### config.mk
export PLATFORM = sky130hd
export DESIGN_NAME = pulse_stretcher
export DESIGN_NICKNAME = d
export VERILOG_FILES = /design/src/rtl/pulse_stretcher_channel.sv /design/src/rtl/pulse_stretcher.sv
export SDC_FILE = /design/constraint.sdc
export NUM_CORES = 1
export LEC_CHECK = 0
export CAP_MARGIN = 20
export CORE_MARGIN = 10
export CORE_UTILIZATION = 40
export DETAILED_ROUTE_END_ITERATION = 10
export DONT_BUFFER_PORTS = 1
export PLACE_DENSITY_LB_ADDON = 0.3
export SYNTH_ARGS = -nofsm -noshare
export SYNTH_HDL_FRONTEND = slang
export SYNTH_SLANG_ARGS = --single-unit
### constraint.sdc
create_clock -name clock -period 2.4 [get_ports clock]
set_input_delay 0.48 -clock clock [delete_from_list [all_inputs] [get_ports clock]]
set_output_delay 0.48 -clock clock [all_outputs]
set_load 0.03 [all_outputs]
### src/rtl/pulse_stretcher_channel.sv
// One channel: queues single-cycle requests and replays each as a PULSE_CLOCKS-wide pulse.
// Consecutive pulses are separated by exactly GAP_CLOCKS low cycles.
module pulse_stretcher_channel #(
  parameter int PULSE_CLOCKS = 8,
  parameter int GAP_CLOCKS   = 4,
  parameter int PENDING_BITS = 4
) (
  input  logic                    clock,
  input  logic                    reset_n,
  input  logic                    in,
  input  logic                    clear_overflow,
  output logic                    out,
  output logic                    toggle,
  output logic                    busy,
  output logic                    overflow,
  output logic [PENDING_BITS-1:0] pending
);

  localparam int MAX_CLOCKS = (PULSE_CLOCKS > GAP_CLOCKS) ? PULSE_CLOCKS : GAP_CLOCKS;
  localparam int CW         = $clog2(MAX_CLOCKS + 1);

  localparam logic [1:0] IDLE = 2'd0;
  localparam logic [1:0] HIGH = 2'd1;
  localparam logic [1:0] GAP  = 2'd2;

  localparam logic [CW-1:0]           HIGH_LOAD = CW'(PULSE_CLOCKS - 1);
  localparam logic [CW-1:0]           GAP_LOAD  = CW'(GAP_CLOCKS - 1);
  localparam logic [PENDING_BITS-1:0] PEND_MAX  = {PENDING_BITS{1'b1}};

  logic [1:0]              r_state;
  logic [CW-1:0]           r_cnt;
  logic                    w_opp;
  logic                    w_deq;
  logic                    w_start;
  logic                    w_enq;
  logic                    w_drop;
  logic [PENDING_BITS-1:0] w_pending_nxt;

  // A request arriving at the last gap cycle with nothing queued starts directly,
  // so back-to-back pulses keep exactly GAP_CLOCKS of low time and IDLE never holds work.
  always_comb begin
    w_opp         = (r_state == IDLE) || ((r_state == GAP) && (r_cnt == '0));
    w_deq         = w_opp && (pending != '0);
    w_start       = w_opp && ((pending != '0) || in);
    w_enq         = in && !(w_opp && (pending == '0));
    w_drop        = w_enq && !w_deq && (pending == PEND_MAX);
    w_pending_nxt = pending;
    if (w_enq && !w_deq && !w_drop) begin
      w_pending_nxt = pending + PENDING_BITS'(1);
    end else if (w_deq && !w_enq) begin
      w_pending_nxt = pending - PENDING_BITS'(1);
    end
  end

  always_ff @(posedge clock) begin
    if (!reset_n) begin
      r_state  <= IDLE;
      r_cnt    <= '0;
      out      <= 1'b0;
      toggle   <= 1'b0;
      busy     <= 1'b0;
      overflow <= 1'b0;
      pending  <= '0;
    end else begin
      pending <= w_pending_nxt;
      if (w_drop) begin
        overflow <= 1'b1;
      end else if (clear_overflow) begin
        overflow <= 1'b0;
      end
      busy <= 1'b1;
      if (w_start) begin
        r_state <= HIGH;
        r_cnt   <= HIGH_LOAD;
        out     <= 1'b1;
        toggle  <= ~toggle;
      end else begin
        case (r_state)
          HIGH: begin
            if (r_cnt != '0) begin
              r_cnt <= r_cnt - CW'(1);
            end else begin
              r_state <= GAP;
              r_cnt   <= GAP_LOAD;
              out     <= 1'b0;
            end
          end
          GAP: begin
            if (r_cnt != '0) begin
              r_cnt <= r_cnt - CW'(1);
            end else begin
              r_state <= IDLE;
              busy    <= (w_pending_nxt != '0);
            end
          end
          default: begin
            r_state <= IDLE;
            busy    <= (w_pending_nxt != '0);
          end
        endcase
      end
    end
  end

endmodule

### src/rtl/pulse_stretcher.sv
// WIDTH independent pulse stretcher channels sharing clock and reset only.
// Pending counts are flattened channel-major into one bus.
module pulse_stretcher #(
  parameter int WIDTH        = 1,
  parameter int PULSE_CLOCKS = 8,
  parameter int GAP_CLOCKS   = 4,
  parameter int PENDING_BITS = 4
) (
  input  logic                          clock,
  input  logic                          reset_n,
  input  logic [WIDTH-1:0]              in,
  input  logic [WIDTH-1:0]              clear_overflow,
  output logic [WIDTH-1:0]              out,
  output logic [WIDTH-1:0]              toggle,
  output logic [WIDTH-1:0]              busy,
  output logic [WIDTH-1:0]              overflow,
  output logic [WIDTH*PENDING_BITS-1:0] pending
);

  if (PULSE_CLOCKS < 1 || GAP_CLOCKS < 1 || PENDING_BITS < 1) begin : g_param_check
    $error("pulse_stretcher: PULSE_CLOCKS, GAP_CLOCKS and PENDING_BITS must all be >= 1");
  end

  for (genvar gi = 0; gi < WIDTH; gi++) begin : g_ch
    pulse_stretcher_channel #(
      .PULSE_CLOCKS (PULSE_CLOCKS),
      .GAP_CLOCKS   (GAP_CLOCKS),
      .PENDING_BITS (PENDING_BITS)
    ) u_ch (
      .clock          (clock),
      .reset_n        (reset_n),
      .in             (in[gi]),
      .clear_overflow (clear_overflow[gi]),
      .out            (out[gi]),
      .toggle         (toggle[gi]),
      .busy           (busy[gi]),
      .overflow       (overflow[gi]),
      .pending        (pending[gi*PENDING_BITS +: PENDING_BITS])
    );
  end

endmodule

==> impl_metrics.toml <==
[placed_design]
gp_congestion = 0.8620
preCtsSetupSlack_ns = 0.2194
numPortBuffers = 0
place_hpwl_um = 1600

[worst_setup_path]
crit_type = "reg2reg"
cp_slowest_cell = "a221o_1"
cp_data_arrival_time_ns = 2.39
cpPeakStageDelay_ns = 0.38
crit_path_max_fanout = 5
critical_path_buf_inv_count = 3
crit_chain = "inv_1, ha_1, nor4bb_4, buf_4, buf_4, nor3_2, o21bai_1, a221o_1, o311a_1"
crit_top_cell = "buf_4"
reg2reg_depth = 9
cp_num_cells = 9
cp-start-kind = "flip-flop"
crit_family = "compound AO/OA/AOI/OAI gates"
cp-end-kind = "flip-flop"
required_ns = 2.57

[logic_synthesis]
ys_ff_latch = 14
synth_edf_count = 0
seq_area_frac_synth = 0.2983
yosysWarningCount = 0
yosysUniqueCellTypes = 41
synthCells = 110
syn_area_um2 = 939.7
yosys-top-cells-count = "14 x dfxtp_1, 9 x inv_1, 8 x nand2_1, 7 x ha_1, 7 x nor2_1"
synth_top_area_share = 0.2983
synth_area_leaders = "dfxtp_1 30%, ha_1 9.3%, and2_1 4.0%"
synth_top_area_cell = "dfxtp_1"
syn_nets = 121
synth-async-reset-ratio = 0
synth_ff_type = "dfxtp_1"
syn_area_per_cell_um2 = 8.542
yosysMostFrequentCell = "dfxtp_1"

[sta]
min_period_ns = 2.221
min_period_over_period = 0.9255
rsz0062_at_grt = "false"
max_freq_ghz = 0.4502
setup_slack_ns = 0.1788
setup_violations = 0
skew_ns = 0.004229
report.final.slew_viol_count = 0
worst_pin_slew_ns = 0.5358
fin_setup_tns_ns = 0
slew_headroom = 0.6428
hold_viol = 0

[die]
io-pin-count = 12
coreArea_mm2 = 0.002233
fp.dieW_um = 68.47
start_util = 0.4207
num_rows = 17
dieArea_mm2 = 0.004687
die_y_um = 68.47

[job]
max_cap_violations = 0

[clock_network]
cts_hold_buf = 0
clock_sinks = 14
clock-root-buffer = "clkbuf_4"
ctsHtreeMaxLevel = 1
cts_made_buffers = 3
clkTransAtPathRegs_ns = 0.08
tritoncts = "done"
clockBufferDepth = 2
clock_latency_ns = 0.28

[detailed_routing]
initialDrtViolationCount = 20
ant_nets = 0
wl_per_cell_um = 14.63
via_per_inst = 5.400
drt_wl_total_um = 2122
dr.pass1.iters = 4
route.vias.total = 783
drcViolationCount = 0

[cells_and_area]
drive_gt1_frac = 0.1538
area_growth_pct = 9.987
n_antenna_cell = 0
nNetsFinal = 130

[power_and_ir_drop]
power_density_mw_per_mm2 = 1367
peakVddDrop_mv = 0.7631
leakage_nw = 0.4126

[global_route]
grtUsageTotal = 0.09022
antenna_found_initial = 0
grt_pass1_vias = 703
grt_pass1_wl_um = 3298
grt_max_degree = 14
grt-ovfl-total = 0

[outcome]
outcome = "complete, no violations"

[min_path]
hold_class = "in2reg"
worstHoldPathCells = 1
## cells in the final DEF, fill, tap and decap left out, types with 3 or more instances in the layout
cell type	instances
a21boi_0	3
a21oi_1	3
and2_1	6
and3_1	4
buf_4	8
clkbuf_4	3
dfxtp_1	14
ha_1	7
inv_1	9
nand2_1	8
nand3_1	3
nor2_1	7
nor2b_1	3
nor3_1	4
nor4_1	3
o21ai_0	3
## layer usage
layer  GRT usage  wire (µm)  vias to the layer above
met5           0          0                        -
met4     0.03015         23                        0
met3     0.03100        129                        4
met2      0.1417        988                       14
met1      0.1119        980                      353
li1            -          -                      412
## worst reg2reg max path, delay by kind of cell (launching register included)
family          cells  cell delay [ns]
compound gates      3             0.78
flops               1             0.37
buf+inv             3             0.37
simple gates        2             0.35
fa+ha+maj           1             0.24
## state kept, by name, indices dropped and copies added, names as in the netlist
| register | count |
|---|---|
| g_ch.u_ch.r_state | 2 |
| g_ch.u_ch.busy | 1 |
| g_ch.u_ch.pending | 4 |
| g_ch.u_ch.r_cnt | 4 |
| g_ch.u_ch.overflow | 1 |
| g_ch.u_ch.toggle | 1 |
| g_ch.u_ch.out | 1 |
## final cells by class
type / count / area, µm²
Clock buffer: 3 / 22.52
Fill cell: 225 / 1200
Inverter: 9 / 33.78
Multi-Input combinational cell: 83 / 601.8
Sequential cell: 14 / 280.3
Tap cell: 28 / 35.03
Timing Repair Buffer: 8 / 60.06
## timing repair
| item | CTS | global route |
|---|---|---|
| gates resized for setup | 0 | 0 |
| endpoints found under the hold margin | 0 | 0 |
| buffers inserted | 0 | 3 |
| setup endpoints to repair | 0 | 1 |
## where the power goes
part           total [mW]  switching, mW  internal [mW]
clock network       0.133         0.0745         0.0581
logic               0.798          0.437          0.361
registers           0.482          0.162          0.320
total                1.41          0.674          0.739
## worst paths after layout
path / from / to / slack (ns)
setup / recovery: g_ch[0].u_ch.r_cnt[0] / g_ch[0].u_ch.busy / 0.18
hold / removal: reset_n / g_ch[0].u_ch.busy / 0.32
setup reg to reg: g_ch[0].u_ch.r_cnt[0] / g_ch[0].u_ch.busy / 0.18
hold reg to reg: g_ch[0].u_ch.r_state[1] / g_ch[0].u_ch.r_state[1] / 0.54
## logic make-up (layout without fill, tap and decap cells)
| family | count (synthesis) | after routing | synth area share |
|---|---|---|---|
| buffers and inverters | 13 | 20 | 0.06125 |
| flip-flops | 14 | 14 | 0.2983 |
| AND/OR/NAND/NOR | 48 | 48 | 0.3076 |
| XOR/XNOR | 1 | 1 | 0.009323 |
| adder cells (fa/ha/maj) | 7 | 7 | 0.09320 |
| AO/OA/AOI/OAI | 26 | 26 | 0.2197 |
| multiplexers | 1 | 1 | 0.01065 |
## stage by stage
stage	hold WS (ns)	area [µm²]	cells	power (mW)	utilization
2_1_floorplan	0.4807	939.7	110	1.090	-
3_3_place_gp	0.5130	988.4	139	1.269	0.4426
3_5_place_dp	0.5267	988.4	139	1.272	0.4426
4_1_cts	0.3225	1011	142	1.407	0.4527
5_1_grt	0.3178	1033	145	1.533	0.4627
6_report	0.3236	1033	145	1.413	0.4627
No activity file was read; power rests on OpenSTA's default activity.
==> patch, RTL diff (config.mk and constraints unchanged) <==
`PENDING_BITS` is set to 4 in 2 places; all go to 3.
--- a/src/rtl/pulse_stretcher_channel.sv
+++ b/src/rtl/pulse_stretcher_channel.sv
@@ -5,3 +5,3 @@
   parameter int GAP_CLOCKS   = 4,
-  parameter int PENDING_BITS = 4
+  parameter int PENDING_BITS = 3
 ) (
--- a/src/rtl/pulse_stretcher.sv
+++ b/src/rtl/pulse_stretcher.sv
@@ -6,3 +6,3 @@
   parameter int GAP_CLOCKS   = 4,
-  parameter int PENDING_BITS = 4
+  parameter int PENDING_BITS = 3
 ) (
Ports: changed (resized pending); port bits go from 12 to 11. No check against the original RTL was run, so the function may have changed too.
==> patch against the unedited design <==
- setup slack gained 0.0013 ns
- utilization grew 1.7 points
- synthesized cell count down 18%
- routed wire length decreased by 24%
- count of clock-buffer cells in the layout rose by 1
- final area down 17%
- sequential cell count decreased by 1
- die area is 12% lower
- synthesized area decreased by 17%
- total power decreased by 17%
- worst hold slack improved by 0.0046 ns
- critical path type unchanged
- critical endpoint unchanged
- largest power group unchanged
- highest routed layer unchanged
==> patch: results (changes against the unedited design) <==
stage	metric	value	unit	change
run_status	status	complete, no violations		unchanged
place	dpl.hpwl	1310	um	was 1600 um
grt	grt_max_degree	13		was 14
timing	fin_skew	0.00522	ns	was 0.00423 ns
min_path	holdPathStages	1		unchanged
setup_path	reg2reg_depth	7		was 9
yosys	synth_fp_nets	103		was 121
yosys	yosysSeqAreaShare	0.332		was 0.298
setup_path	path_max_fanout	6		was 5
grt	grt_use_total	0.0797		was 0.0902
drt	routed_wl	1620	um	was 2120 um
pwr	ir_worst_vdd	0.711	mV	was 0.763 mV
final_layout	drive_above_1_share	0.0842		was 0.154
setup_path	rr_endpoint	g_ch[0].u_ch.busy		unchanged
grt	grt_pass1_wl	2690	um	was 3300 um
timing	slew_headroom	0.650		was 0.643
drt	vias	637		was 783
grt	grt_pass1_vias	648		was 703
final_layout	nNetsFinal	109		was 130
place	gp_congestion	0.755		was 0.862
place	placed_area	828	um2	was 988 um2
final_layout	largestRegisters	g_ch.u_ch.r_cnt: 4 flops, g_ch.u_ch.pending: 3 flops, g_ch.u_ch.r_state: 2 flops		was g_ch.u_ch.pending: 4 flops, g_ch.u_ch.r_cnt: 4 flops, g_ch.u_ch.r_state: 2 flops
final_layout	final.fill_count	178		was 225
min_path	worstHoldStart	reset_n		unchanged
clock_network	ctsHtreeMaxLevel	1		unchanged
place	dp_cells	116		was 139
yosys	synth_area_per_cell	8.70	um2	was 8.54 um2
yosys	yosys-top-cells-area	dfxtp_1, ha_1, a21boi_0		was dfxtp_1, ha_1, and2_1
yosys	synth.top_cells.by_count	dfxtp_1, inv_1, ha_1		was dfxtp_1, inv_1, nand2_1
grt	antenna_found_initial	0		unchanged
place	io_buffers	0		unchanged
pwr	leakagePower	0.000353	uW	was 0.000413 uW
clock_network	cts_sinks	13		was 14
drt	drt_iter0_drc	14		was 20
min_path	hold-path-endpoint	g_ch[0].u_ch.pending[0]		was g_ch[0].u_ch.busy
yosys	synth.distinct_cells	33		was 41
drt	viasPerCell	5.31		was 5.40
setup_path	worst_ep_arrival_time	2.38	ns	
clock_network	clk_latency	0.27	ns	
-- patch: cell types whose count changed in the layout (fill, tap and decap cells not counted), moves of 2 or more --
cell | unedited run | this run
buf_4 | 8 | 3
nand2_1 | 8 | 5
ha_1 | 7 | 9
and3_1 | 4 | 0
nand3b_1 | 0 | 2
nor4_1 | 3 | 0
o32ai_2 | 2 | 0
inv_1 | 9 | 12
and2_1 | 6 | 4
or3_1 | 2 | 0
a21boi_0 | 3 | 6
nor2_1 | 7 | 3
-- patch: area by class of cell --
class / instances / area (um2) / area share
repair buffers: 3 / 22.5 / 0.0264
clock buffers: 4 / 26.3 / 0.0307
inverters: 12 / 45.0 / 0.0527
flip-flops and latches: 13 / 260 / 0.305
well taps: 25 / 31.3 / 0.0366
multi-input cells: 63 / 469 / 0.549
-- patch: logic make-up after synthesis --
logic type               Yosys count  synth area share
buffers and inverters             14            0.0687
multiplexers                       1            0.0192
XOR/XNOR                           2            0.0224
AND/OR/NAND/NOR                   28             0.211
flip-flops                        13             0.332
AO/OA/AOI/OAI                     23             0.203
adder cells (fa/ha/maj)            9             0.144
-- patch: worst max path at each step --
stage | startpoint | end | slack [ns] | cells after the start
after global routing | g_ch[0].u_ch.r_cnt[1] | g_ch[0].u_ch.busy | 0.02 | 7
final | g_ch[0].u_ch.r_cnt[0] | g_ch[0].u_ch.busy | 0.18 | 7
after floorplan | g_ch[0].u_ch.r_cnt[0] | g_ch[0].u_ch.busy | 0.31 | 8
after CTS | g_ch[0].u_ch.r_cnt[0] | g_ch[0].u_ch.busy | 0.18 | 7
after global placement | g_ch[0].u_ch.r_cnt[0] | g_ch[0].u_ch.busy | 0.24 | 7
after detailed placement | g_ch[0].u_ch.r_cnt[0] | g_ch[0].u_ch.busy | 0.20 | 7
-- patch: worst max-delay path, cell delays in order, from the launching register on --
cell and delay, ns:
dfxtp_1 0.34, inv_1 0.08, ha_1 0.20, or3b_1 0.47, mux2_4 0.33, a222oi_1 0.28, nand3_1 0.11, o311a_1 0.30
-- patch: through the flow --
stage	hold slack, ns	setup WS, ns	total power (uW)
after floorplan	0.481	0.315	899
after global placement	0.508	0.245	1020
after detailed placement	0.525	0.196	1050
after CTS	0.326	0.179	1180
after global routing	0.321	0.0165	1290
final	0.328	0.180	1170
-- patch: power by group --
part           switching [uW]  internal [uW]
combinational             370            275
sequential                102            296
clock                    67.8           64.4
total                     539            636
-- patch: metal layers --
layer / wire length (um) / part of all wire / track usage
met4: 50 / 0.031 / 0.0428
met5: 0 / 0 / 0
met1: 751 / 0.46 / 0.0922
met2: 700 / 0.43 / 0.119
met3: 120 / 0.074 / 0.0366
